**config.mk**
```make
export PLATFORM = sky130hd
export DESIGN_NAME = instr_fetch_queue
export DESIGN_NICKNAME = d
export VERILOG_FILES = /design/src/rtl/instr_fetch_queue.sv
export SDC_FILE = /design/constraint.sdc
export NUM_CORES = 1
export LEC_CHECK = 0
export CORE_MARGIN = 2
export CORE_UTILIZATION = 35
export DETAILED_ROUTE_END_ITERATION = 12
export SETUP_SLACK_MARGIN = 0.15
export SYNTH_ARGS = -nofsm -noshare
export SYNTH_HDL_FRONTEND = slang
export SYNTH_SLANG_ARGS = --single-unit
```
**constraint.sdc**
```tcl
create_clock -name clk -period 2.7 [get_ports clk]
set_input_delay 0.54 -clock clk [delete_from_list [all_inputs] [get_ports clk]]
set_output_delay 0.54 -clock clk [all_outputs]
set_load 0.02 [all_outputs]
```
**src/rtl/instr_fetch_queue.sv**
```systemverilog
// -----------------------------------------------------------------------------
// instr_fetch_queue
//
// Instruction fetch stage of the 8-bit CPU. Owns the program counter, issues
// reads to the synchronous instruction memory (data returns one cycle after
// the request) and buffers returned instructions in a small circular prefetch
// queue that feeds the decoder over a valid/ready handshake. A taken
// branch/jump from execute (redirect) flushes the queue, drops the data that
// returns in the redirect cycle and issues the target in that same cycle.
//
// Parameters
//   ADDR_W    PC / memory address width
//   INSTR_W   instruction width
//   DEPTH     prefetch queue entries (power of two, >= 2)
//   RESET_PC  first fetch address after reset
//
// Ports
//   clk          in   single clock, rising edge
//   reset        in   asynchronous, active-high; clears all state immediately
//   imem_req     out  read strobe to instruction memory
//   imem_addr    out  read address, valid with imem_req
//   imem_data    in   read data, valid one cycle after the request
//   redirect     in   taken branch/jump pulse from execute
//   redirect_pc  in   redirect target address
//   fetch_pc     out  next sequential fetch address (PC register)
//   ir_valid     out  queue head holds a valid instruction
//   ir_instr     out  head instruction (0 when empty)
//   ir_pc        out  head instruction address (0 when empty)
//   ir_ready     in   decoder accepts the head this cycle
//   stall_count  out  16-bit saturating decode-starvation counter
//                     (present only when FETCH_PERF_CNT_EN is defined)
//
// Build option
//   FETCH_PERF_CNT_EN  adds the stall_count port and counter.
// -----------------------------------------------------------------------------
module instr_fetch_queue #(
  parameter int unsigned       ADDR_W   = 8,
  parameter int unsigned       INSTR_W  = 8,
  parameter int unsigned       DEPTH    = 4,
  parameter logic [ADDR_W-1:0] RESET_PC = '0
) (
  input  logic               clk,
  input  logic               reset,
  output logic               imem_req,
  output logic [ADDR_W-1:0]  imem_addr,
  input  logic [INSTR_W-1:0] imem_data,
  input  logic               redirect,
  input  logic [ADDR_W-1:0]  redirect_pc,
  output logic [ADDR_W-1:0]  fetch_pc,
  output logic               ir_valid,
  output logic [INSTR_W-1:0] ir_instr,
  output logic [ADDR_W-1:0]  ir_pc,
  input  logic               ir_ready
`ifdef FETCH_PERF_CNT_EN
  ,
  output logic [15:0]        stall_count
`endif
);

  localparam int unsigned     PTR_W   = $clog2(DEPTH);
  localparam int unsigned     CNT_W   = PTR_W + 1;
  localparam logic [CNT_W-1:0] DEPTH_C = CNT_W'(DEPTH);

  // Queue storage: one entry = {pc, instr}. Not reset; validity comes from
  // the occupancy counter.
  logic [ADDR_W-1:0]  pc_mem_q    [DEPTH];
  logic [INSTR_W-1:0] instr_mem_q [DEPTH];

  logic [PTR_W-1:0]  wr_ptr_q, wr_ptr_d;
  logic [PTR_W-1:0]  rd_ptr_q, rd_ptr_d;
  logic [CNT_W-1:0]  count_q, count_d;
  logic              inflight_q;
  logic [ADDR_W-1:0] req_pc_q, req_pc_d;
  logic [ADDR_W-1:0] fetch_pc_q, fetch_pc_d;

  logic              push;
  logic              pop;
  logic [CNT_W-1:0]  credit_used;

  // Credit: entries already held plus the one still on its way back. Only
  // registered occupancy is used, so a same-cycle pop never frees a slot.
  // CNT_W bits hold up to 2*DEPTH-1, enough for DEPTH+1.
  assign credit_used = count_q + CNT_W'(inflight_q);

  assign imem_addr = redirect ? redirect_pc : fetch_pc_q;
  assign imem_req  = ~reset & (redirect | (credit_used < DEPTH_C));

  // Data returning in a redirect cycle belongs to the old path: drop it.
  assign push = inflight_q & ~redirect;

  assign ir_valid = (count_q != '0);
  assign pop      = ir_valid & ir_ready;

  assign ir_instr = ir_valid ? instr_mem_q[rd_ptr_q] : '0;
  assign ir_pc    = ir_valid ? pc_mem_q[rd_ptr_q]    : '0;
  assign fetch_pc = fetch_pc_q;

  always_comb begin
    fetch_pc_d = fetch_pc_q;
    req_pc_d   = req_pc_q;
    wr_ptr_d   = wr_ptr_q;
    rd_ptr_d   = rd_ptr_q;
    count_d    = count_q;

    if (imem_req) begin
      fetch_pc_d = imem_addr + ADDR_W'(1);
      req_pc_d   = imem_addr;
    end

    if (push) begin
      wr_ptr_d = wr_ptr_q + PTR_W'(1);
    end

    if (redirect) begin
      // Flush: any handshake this cycle is still consumed by the decoder,
      // the remainder is discarded by collapsing the read pointer.
      rd_ptr_d = wr_ptr_q;
      count_d  = '0;
    end else begin
      if (pop) begin
        rd_ptr_d = rd_ptr_q + PTR_W'(1);
      end
      if (push && !pop) begin
        count_d = count_q + CNT_W'(1);
      end else if (!push && pop) begin
        count_d = count_q - CNT_W'(1);
      end
    end
  end

  always_ff @(posedge clk or posedge reset) begin
    if (reset) begin
      fetch_pc_q <= RESET_PC;
      req_pc_q   <= '0;
      wr_ptr_q   <= '0;
      rd_ptr_q   <= '0;
      count_q    <= '0;
      inflight_q <= 1'b0;
    end else begin
      fetch_pc_q <= fetch_pc_d;
      req_pc_q   <= req_pc_d;
      wr_ptr_q   <= wr_ptr_d;
      rd_ptr_q   <= rd_ptr_d;
      count_q    <= count_d;
      inflight_q <= imem_req;
    end
  end

  always_ff @(posedge clk) begin
    if (push) begin
      pc_mem_q[wr_ptr_q]    <= req_pc_q;
      instr_mem_q[wr_ptr_q] <= imem_data;
    end
  end

`ifdef FETCH_PERF_CNT_EN
  logic [15:0] stall_cnt_q;

  always_ff @(posedge clk or posedge reset) begin
    if (reset) begin
      stall_cnt_q <= '0;
    end else if (ir_ready && !ir_valid && (stall_cnt_q != '1)) begin
      stall_cnt_q <= stall_cnt_q + 16'd1;
    end
  end

  assign stall_count = stall_cnt_q;
`endif

  // The credit rule guarantees a returning instruction always has a slot.
  no_write_when_full: assert property (
    @(posedge clk) disable iff (reset) !(push && (count_q == DEPTH_C))
  );

endmodule

```
==> results.py <==
metrics = {
    "clock_tree": {
        "htree_levels": 3,
        "clkTransAtPathRegs_ps": 100,
        "cts_buffers": 9,
        "cts_root_buf": "clkbuf_8",
        "cts.sinks": 88,
        "clockBufferDepth": 2,
        "cts_hold_buf": 0,
        "cts_tree": "built",
        "clkLatencyLatePin_ps": 360,
    },
    "sta": {
        "tightest_slew_ps": 396,
        "drv_slew": 0,
        "grt_setup_unrepaired": "true",
        "post-route-min-period_ps": 2500,
        "period_share": 0.924,
        "hold_viol": 0,
        "setup_violations": 0,
        "max_freq_mhz": 401,
        "setup_ws_ps": 205,
        "slew_headroom": 0.734,
        "fin_tns_setup_ps": 0,
        "fin_worst_skew_ps": 10.6,
    },
    "placement": {
        "place_ws_ps": 2.02,
        "io_buffers": 53,
        "dp.cells": 437,
        "hpwl_mm": 4.89,
        "routabilityCongestion": 0.755,
    },
    "detailed_routing": {
        "post_drt_wl_per_cell_um": 15.6,
        "drtIter0Drc": 54,
        "drt-total-wl_mm": 7.08,
        "vias": 2108,
        "antenna_left": 0,
        "drc": 0,
        "dr.pass1.iters": 4,
        "avgViaCountPerCell": 4.63,
    },
    "critical_path": {
        "critPathKind": "in -> out",
        "crit_path_end_kind": "primary output",
        "cp_data_required_time_ps": 2160,
        "reg2reg_to": "count_q[1]$_DFFE_PP0P_",
        "crit_fanout": 8,
        "r2r_cells": 5,
        "r2r_slack_ps": 870,
        "crit_arrival_ps": 1960,
        "startpoint_type": "primary input",
        "r2r-start": "count_q[0]$_DFFE_PP0P_",
    },
    "synthesis": {
        "synth_top_area_frac": 0.501,
        "postSynthCellCount": 224,
        "syn_area_sq_mm": 0.00383,
        "synth_edf_count": 64,
        "ys_top_cells_by_area": "edfxtp_1 50%, dfrtp_1 16%, mux4_2 9.4%, and2_1 3.8%, mux2_4 2.7%",
        "synth_fp_nets": 250,
        "synthArstFlopShare": 0.273,
        "synth_ff_type": "edfxtp_1",
        "synth_seq_area_share": 0.658,
        "ys_ff_latch": 88,
        "synth_area_leader_cell": "edfxtp_1",
        "avgSynthCellArea_sq_um": 17.1,
        "ys.warnings.count": 0,
        "yosysUniqueCellTypes": 39,
    },
    "pwr": {
        "power_leakage_nw": 1.92,
        "power_w": 0.00515,
        "power_density_mw_per_mm2": 1040,
        "peakVddDrop_mv": 0.436,
    },
    "die": {
        "coreArea_sq_mm": 0.0107,
        "die_y_um": 109,
        "start_util": 0.357,
        "fp.dieArea_sq_mm": 0.0118,
        "num_rows": 38,
        "ioPinCount": 54,
        "die_w_um": 109,
    },
    "layout": {
        "diodes": 0,
        "final_cells": 455,
        "finish.utilization": 0.459,
        "layout-drive-gt1-share": 0.260,
        "syn_to_final_growth_pct": 28.7,
        "layout_common_cells": "64 x edfxtp_1, 29 x buf_4, 28 x clkdlybuf4s50_1",
        "final_common_cell": "edfxtp_1",
        "nets": 336,
    },
    "grt": {
        "grt.total_usage": 0.131,
        "grt_max_degree": 26,
        "grt_pass1_vias": 2216,
        "antenna_found_initial": 0,
        "grt_overflow_total": 0,
        "grt_pass1_wl_mm": 11.4,
    },
    "run_status": {
        "outcome": "complete, no violations",
    },
    "min_path": {
        "whs_endpoint": "pc_mem_q[3][2]$_DFFE_PP_",
        "hp-class": "reg -> reg",
        "holdPathStages": 0,
        "min_from": "req_pc_q[2]$_DFFE_PP0P_",
    },
    "run": {
        "drv_cap": 0,
    },
}
[logic make-up after synthesis]
logic type,share of synthesized area
compound gates,0.0277
xor+xnor,0.0228
fa+ha+maj,0.0215
buf+inv,0.0277
flops,0.658
mux,0.170
simple gates,0.0725
[layout make-up]
class / count / area [sq um]
multi-input cells: 117 / 1200
repair buffers: 85 / 777
fillers: 998 / 5810
inverters: 9 / 33.8
well taps: 140 / 175
clock inverters: 7 / 93.8
clock buffers: 9 / 124
flip-flops and latches: 88 / 2520
[Yosys cell counts (2+ instances only)]
| library cell | n |
|---|---|
| edfxtp_1 | 64 |
| dfrtp_1 | 24 |
| and2_1 | 23 |
| mux4_2 | 16 |
| inv_1 | 9 |
| mux2_2 | 8 |
| mux2_4 | 7 |
| nand2_1 | 6 |
| ha_1 | 5 |
| mux2i_1 | 5 |
| xnor2_1 | 5 |
| xor2_1 | 5 |
| mux2_1 | 4 |
| nor2_1 | 4 |
| o21ai_0 | 4 |
| buf_2 | 3 |
| clkbuf_1 | 3 |
| buf_4 | 2 |
| nand2b_1 | 2 |
| nand3_1 | 2 |
| nand4_1 | 2 |
| nand4b_1 | 2 |
| nor2b_1 | 2 |
| o211ai_1 | 2 |
[metal layers]
layer	wire [um]	share of wire	up-vias	GRT usage
met4	85	0.012	0	0.0467
met5	0	0	-	0
li1	-	-	1014	-
met1	3190	0.45	1041	0.167
met3	339	0.048	8	0.0359
met2	3470	0.49	45	0.215
[flip-flops by register name, indices dropped and copies added, names as in the netlist]
name and count:
fetch_pc 8, count_q 3, inflight_q 1, instr_mem_q 32
req_pc_q 8, rd_ptr_q 2, wr_ptr_q 2, pc_mem_q 32
[per-stage QoR]
| stage | instance area [sq um] | hold slack [ps] |
|---|---|---|
| 2_1_floorplan | 3830 | 469 |
| 3_3_place_gp | 4730 | 509 |
| 3_5_place_dp | 4730 | 513 |
| 4_1_cts | 4920 | 524 |
| 5_1_grt | 4930 | 563 |
| 6_report | 4930 | 521 |
[critical path, cell delays in order]
cell	delay [ps]
clkdlybuf4s50_1	530
buf_4	170
mux2_1	370
dlygate4sd2_1	340
[repair_timing]
| item | 4_1_cts | 5_1_grt |
|---|---|---|
| buffers inserted | 0 | 2 |
| resized for setup | 26 | 0 |
| gates cloned | 0 | 0 |
| endpoints found under the setup margin | 25 | 13 |
[power by group]
group | internal (W) | switching [W]
sequential | 0.00180 | 0.000224
clock | 0.000523 | 0.000469
combinational | 0.00110 | 0.00104
total | 0.00342 | 0.00173
[worst max-delay path by stage]
stage,start,to,slack [ps],depth (start not counted)
6_report,redirect,imem_addr[1],200,4
5_1_grt,rd_ptr_q[0]$_DFFE_PP0P_,ir_pc[0],130,4
4_1_cts,rd_ptr_q[0]$_DFFE_PP0P_,ir_pc[1],150,4
3_5_place_dp,redirect,imem_addr[1],2,4
3_3_place_gp,redirect,imem_addr[1],0.5,4
2_1_floorplan,redirect,fetch_pc[6]$_DFFE_PP0P_,310,8
No activity file was read; power rests on OpenSTA's default activity.
